<file path="src/rtl/vc_buffer_bank.sv">
// Multi-VC circular FIFO bank: NUM_VC first-word-fall-through queues sharing one storage array.
// Optional error-event counter on err_cnt_o is built only when VC_BUFFER_ERR_CNT_EN is defined.
module vc_buffer_bank #(
  parameter int WIDTH     = 64,
  parameter int DEPTH     = 8,
  parameter int NUM_VC    = 4,
  parameter int AF_THRESH = 6,
  localparam int PW = $clog2(DEPTH),
  localparam int CW = PW + 1,
  localparam int VW = (NUM_VC > 1) ? $clog2(NUM_VC) : 1
) (
  input  logic              clk,
  input  logic              rst,
  input  logic [VW-1:0]     wr_vc_i,
  input  logic [WIDTH-1:0]  wr_data_i,
  input  logic              produce_i,
  input  logic [VW-1:0]     rd_vc_i,
  input  logic              consume_i,
  output logic [WIDTH-1:0]  rd_data_o,
  output logic              rd_valid_o,
  output logic [CW-1:0]     rd_usedw_o,
  output logic [NUM_VC-1:0] full_o,
  output logic [NUM_VC-1:0] empty_o,
  output logic [NUM_VC-1:0] almost_full_o,
  output logic              overflow_o,
  output logic [15:0]       err_cnt_o
);

  localparam int AW = VW + PW;

  // produce/consume are fire-and-forget requests: an enqueue is taken only when the
  // addressed VC is not full, a dequeue only when it is not empty; otherwise it is dropped.

  logic [WIDTH-1:0]  mem_q   [NUM_VC*DEPTH];
  logic [PW-1:0]     head_q  [NUM_VC];
  logic [PW-1:0]     head_d  [NUM_VC];
  logic [PW-1:0]     tail_q  [NUM_VC];
  logic [PW-1:0]     tail_d  [NUM_VC];
  logic [CW-1:0]     count_q [NUM_VC];
  logic [CW-1:0]     count_d [NUM_VC];
  logic              overflow_q;

  logic              wr_in_range, rd_in_range;
  logic [VW-1:0]     wr_idx, rd_idx;
  logic              wr_ok, wr_rej, rd_ok;
  logic [AW-1:0]     wr_addr, rd_addr;
  logic [NUM_VC-1:0] full_v, empty_v, af_v;

  always_comb begin
    full_v  = '0;
    empty_v = '0;
    af_v    = '0;
    for (int v = 0; v < NUM_VC; v++) begin
      full_v[v]  = (count_q[v] == CW'(DEPTH));
      empty_v[v] = (count_q[v] == '0);
      af_v[v]    = (count_q[v] >= CW'(AF_THRESH));
    end
  end

  // Out-of-range VC indices are neutralised here so every array access stays in bounds.
  assign wr_in_range = (32'(wr_vc_i) < NUM_VC);
  assign rd_in_range = (32'(rd_vc_i) < NUM_VC);
  assign wr_idx      = wr_in_range ? wr_vc_i : '0;
  assign rd_idx      = rd_in_range ? rd_vc_i : '0;

  assign wr_ok  = !rst && produce_i && wr_in_range && !full_v[wr_idx];
  assign wr_rej = !rst && produce_i && wr_in_range &&  full_v[wr_idx];
  assign rd_ok  = !rst && consume_i && rd_in_range && !empty_v[rd_idx];

  assign wr_addr = AW'(wr_idx) * AW'(DEPTH) + AW'(tail_q[wr_idx]);
  assign rd_addr = AW'(rd_idx) * AW'(DEPTH) + AW'(head_q[rd_idx]);

  always_comb begin
    for (int v = 0; v < NUM_VC; v++) begin
      logic wr_sel, rd_sel;
      wr_sel     = wr_ok && (wr_idx == VW'(v));
      rd_sel     = rd_ok && (rd_idx == VW'(v));
      head_d[v]  = rd_sel ? head_q[v] + 1'b1 : head_q[v];
      tail_d[v]  = wr_sel ? tail_q[v] + 1'b1 : tail_q[v];
      count_d[v] = count_q[v] + CW'(wr_sel) - CW'(rd_sel);
    end
  end

  always_ff @(posedge clk) begin
    if (rst) begin
      for (int v = 0; v < NUM_VC; v++) begin
        head_q[v]  <= '0;
        tail_q[v]  <= '0;
        count_q[v] <= '0;
      end
      overflow_q <= 1'b0;
    end else begin
      head_q     <= head_d;
      tail_q     <= tail_d;
      count_q    <= count_d;
      overflow_q <= overflow_q | wr_rej;
    end
  end

  // Storage is deliberately left out of reset.
  always_ff @(posedge clk) begin
    if (wr_ok) mem_q[wr_addr] <= wr_data_i;
  end

  assign rd_valid_o    = rd_in_range && !empty_v[rd_idx];
  assign rd_data_o     = rd_valid_o ? mem_q[rd_addr] : '0;
  assign rd_usedw_o    = rd_in_range ? count_q[rd_idx] : '0;
  assign full_o        = full_v;
  assign empty_o       = empty_v;
  assign almost_full_o = af_v;
  assign overflow_o    = overflow_q;

`ifdef VC_BUFFER_ERR_CNT_EN
  logic        rd_rej;
  logic [15:0] err_cnt_q, err_cnt_d;
  logic [16:0] err_sum;

  assign rd_rej = !rst && consume_i && rd_in_range && empty_v[rd_idx];

  always_comb begin
    err_sum   = {1'b0, err_cnt_q} + 17'(wr_rej) + 17'(rd_rej);
    err_cnt_d = err_sum[16] ? 16'hFFFF : err_sum[15:0];
  end

  always_ff @(posedge clk) begin
    if (rst) err_cnt_q <= '0;
    else     err_cnt_q <= err_cnt_d;
  end

  assign err_cnt_o = err_cnt_q;
`else
  assign err_cnt_o = '0;
`endif

endmodule

</file>
<file path="config.mk">
export PLATFORM = sky130hd
export DESIGN_NAME = vc_buffer_bank
export DESIGN_NICKNAME = d
export VERILOG_FILES = /design/src/rtl/vc_buffer_bank.sv
export SDC_FILE = /design/constraint.sdc
export NUM_CORES = 2
export LEC_CHECK = 0
export ABC_CLOCK_PERIOD_IN_PS = 5100
export CORE_MARGIN = 2
export CORE_UTILIZATION = 55
export CTS_BUF_LIST = sky130_fd_sc_hd__clkbuf_4 sky130_fd_sc_hd__clkbuf_8 sky130_fd_sc_hd__clkbuf_16
export DETAILED_ROUTE_END_ITERATION = 12
export PLACE_DENSITY = 0.81
export REMOVE_ABC_BUFFERS = 1
export SYNTH_ARGS = -nofsm -noshare
export SYNTH_HDL_FRONTEND = slang
export SYNTH_SLANG_ARGS = --single-unit
</file>
<file path="constraint.sdc">
create_clock -name clk -period 5.1 [get_ports clk]
set_clock_uncertainty 0.05 [all_clocks]
set_input_delay 0.765 -clock clk [delete_from_list [all_inputs] [get_ports clk]]
set_output_delay 0.765 -clock clk [all_outputs]
set_load 0.01 [all_outputs]
</file>
==> out/qor.yml <==
floorplanning:
  start_util_pct: 55.22
  core_sq_um: 149400
  die_height_um: 391.3
  rows: 142
  ios: 170
  die_w_um: 391.3
  design.die.area_sq_um: 153100
layout:
  fill_cells: 9411
  postLayoutCoreUtil_pct: 64.47
  layout-drive-gt1-share_pct: 16.16
  final_area_sq_um: 96330
  area_growth_pct: 16.76
  fin_nets: 5871
placed_design:
  postPlaceCellArea_sq_um: 89330
  numPortBuffers: 153
  dp_hpwl_um: 119700
  globalplace.congestion: 0.8127
setup_path:
  crit_type: "reg -> out"
  critical-path-slowest-cell: "mux4_4"
  slowest_delay_ps: 700
  path_max_fanout: 5
  rr_startpoint: "count_q[2]"
  worstPathArrival_ps: 4210
  path_cells: "inv_1, ha_1, nor3b_1, mux4_4, buf_12, bufbuf_16, a31oi_1, nand4_1, nor4_1, buf_4, clkdlybuf4s50_1"
  cp-start-kind: "flop"
  end_kind: "primary output"
  critical_path.startpoint: "count_q[2]"
  required_ps: 4280
routing:
  vias_per_cell: 6.502
  firstDrtPassIters: 6
  drt_wl_total_um: 227800
  ant_nets: 0
  drc: 0
  initialDrtViolationCount: 7138
  wl_per_cell_um: 28.68
  num_vias: 51660
sta:
  rsz0062_at_grt: "true"
  finalSetupViolations: 0
  finalMaxSlewViolations: 0
  max_slew_margin_pct: 19.47
  max_freq_mhz: 199.0
  finalSetupTns_ps: 0
  finalCritPeriodShare_pct: 98.56
  hold_violations: 0
  worst_pin_slew_ps: 1204
  fin_crit_ps: 5026
synth:
  ys_seq_area_share_pct: 75.53
  syn-cell-area_sq_um: 82510
  synth_edf_count: 2048
  syn_avg_cell_area_sq_um: 15.22
  yosys_warnings: 0
  synth_top_area_share_pct: 74.54
  synth_area_leader_cell: "edfxtp_1"
  synthFlopType: "edfxtp_1"
  async_reset_ff_share_pct: 0
  ys_seq_elements: 2089
  ys_types: 46
  synthCells: 5422
  synth.area.top_cells: "edfxtp_1 (75%), nand2_1 (5.0%), mux4_2 (3.7%), a211oi_1 (2.3%), nand3_1 (2.0%)"
power_and_ir_drop:
  p_sw_share_pct: 24.02
  p_leak_nw: 31.83
  pwr-share-comb_pct: 11.3
  pwr-share-clk_pct: 38.6
  peakVddDrop_uv: 389.8
  p_seq_share_pct: 50.2
  power_density_nw_per_um2: 393.2
  p_total_mw: 37.88
  switchingPower_mw: 9.099
  cellInternalPower_mw: 28.78
clock_network:
  htree_levels: 4
  clk_pin_slew_ps: 60
  cts-root-buf: "clkbuf_16"
  clock_latency_ps: 850
  cts_buffers: 195
  cts_tree: "done"
  cts_sinks: 2089
  clk_path_buf_depth: 3
grt:
  gr-total-overflow: 0
  grt_pass1_vias: 52400
  antenna_found_initial: 7
  grt_pass1_wl_um: 333500
  grt_usage_pct: 29.66
  grt_max_degree: 89
worst_hold_path:
  worstHoldStart: "overflow_o"
  hold_class: "reg -> reg"
outcome:
  status: "completed"
job:
  cap_violations: 0
worst max-delay path: cells and delay by family, from the launching register on:
kind / cells / cell delay, ps
simple gates: 3 / 680
compound gates: 1 / 180
fa+ha+maj: 1 / 200
buf+inv: 5 / 1270
flops: 1 / 350
mux: 1 / 700
stage by stage:
| step | hold slack [ps] | setup slack (ps) | std cells |
|---|---|---|---|
| after floorplan | 394.0 | -8237 | 5064 |
| after global placement | 405.0 | -497.9 | 7564 |
| after detailed placement | 414.1 | -573.3 | 7564 |
| after CTS | 429.4 | 0.5760 | 7938 |
| after global routing | 450.6 | -11.63 | 7938 |
| final | 420.6 | 73.62 | 7944 |
power by group through the flow:
stage / combinational, mW / clock, mW / sequential (mW)
floorplan: 1.97 / 0 / 19.3
global placement: 3.71 / 0 / 19.4
detailed placement: 3.80 / 0 / 19.4
CTS: 4.18 / 14.6 / 19.0
global route: 4.49 / 15.3 / 19.0
finish: 4.27 / 14.6 / 19.0
layout by cell type (no fill, tap or decap), types with 35 or more instances in the layout:
cell type and instances:
a211oi_1 252, a21oi_1 138, a31oi_1 124, and3_1 64, buf_12 134, buf_4 200, clkbuf_16 195, clkdlybuf4s50_1 141
clkinv_1 52, clkinv_2 38, dfxtp_1 35, edfxtp_1 2048, ha_1 36, mux2_2 68, mux4_2 131, nand2_1 1098
nand3_1 330, nand4_1 63, nor2b_1 198, o21ai_0 128, o311ai_1 51
synth_stat cells, types with 4 or more instances:
cell / number
edfxtp_1: 2048
nand2_1: 1100
nand3_1: 330
a211oi_1: 252
nor2b_1: 200
buf_2: 148
clkbuf_1: 146
a21oi_1: 138
mux4_2: 134
o21ai_0: 130
a31oi_1: 125
mux2_2: 72
nor2_1: 65
and3_1: 64
nand4_1: 63
o311ai_1: 50
nor4_1: 48
buf_4: 43
dfxtp_1: 41
ha_1: 36
buf_1: 28
inv_1: 26
mux2i_1: 24
nor4_2: 16
xor2_1: 16
o311ai_0: 12
nor3b_1: 9
buf_6: 8
xnor2_1: 8
nand2b_1: 6
o211ai_1: 6
a21o_1: 4
fa_1: 4
nor3_1: 4
sequential cells by signal (all words and copies together) (netlist names):
signal and count:
tail_q 12, mem_q 2048, head_q 12, overflow_o 1, count_q 16
worst paths after layout:
check	to	slack, ps	depth (start not counted)
setup / recovery	rd_data_o[39]	70	11
hold / removal	overflow_o	420	2
setup reg to reg	count_q[10]	1230	15
hold reg to reg	overflow_o	420	2
cell type report:
cell class | count | area, sq um | share of cell area, %
flip-flops and latches | 2089 | 62330 | 64.70
multi-input cells | 2950 | 18980 | 19.70
repair buffers | 497 | 5937 | 6.163
clock buffers | 230 | 5149 | 5.345
well taps | 2016 | 2522 | 2.618
clock inverters | 130 | 1304 | 1.353
inverters | 26 | 97.59 | 0.1013
diodes | 6 | 15.01 | 0.01559
routing by layer:
metal  vias up  global-route usage, %  wire length [um]
met4         6                  14.20             11340
met2      3933                  48.18            110300
li1      21310                      -                 -
met3       776                  7.075             29450
met1     25630                  37.78             76680
met5         -                      0                37
timing repair:
item,4_1_cts,5_1_grt
endpoints found under the setup margin,64,32
gates cloned,4,0
pin swaps,13,23
gates resized for setup,36,37
setup buffers,10,0
hold buffers,0,0
cell families (layout without fill, tap and decap cells):
| kind of cell | count (synthesis) | count (layout) | synth area share, % |
|---|---|---|---|
| mux | 230 | 231 | 4.932 |
| buf+inv | 399 | 883 | 2.308 |
| fa+ha+maj | 40 | 40 | 0.6430 |
| other cells | 1 | 22 | 0.004545 |
| xor+xnor | 24 | 24 | 0.2548 |
| compound gates | 724 | 724 | 5.698 |
| simple gates | 1915 | 1915 | 10.63 |
| flops | 2089 | 2089 | 75.53 |
Power figures use the tool's default switching activity.
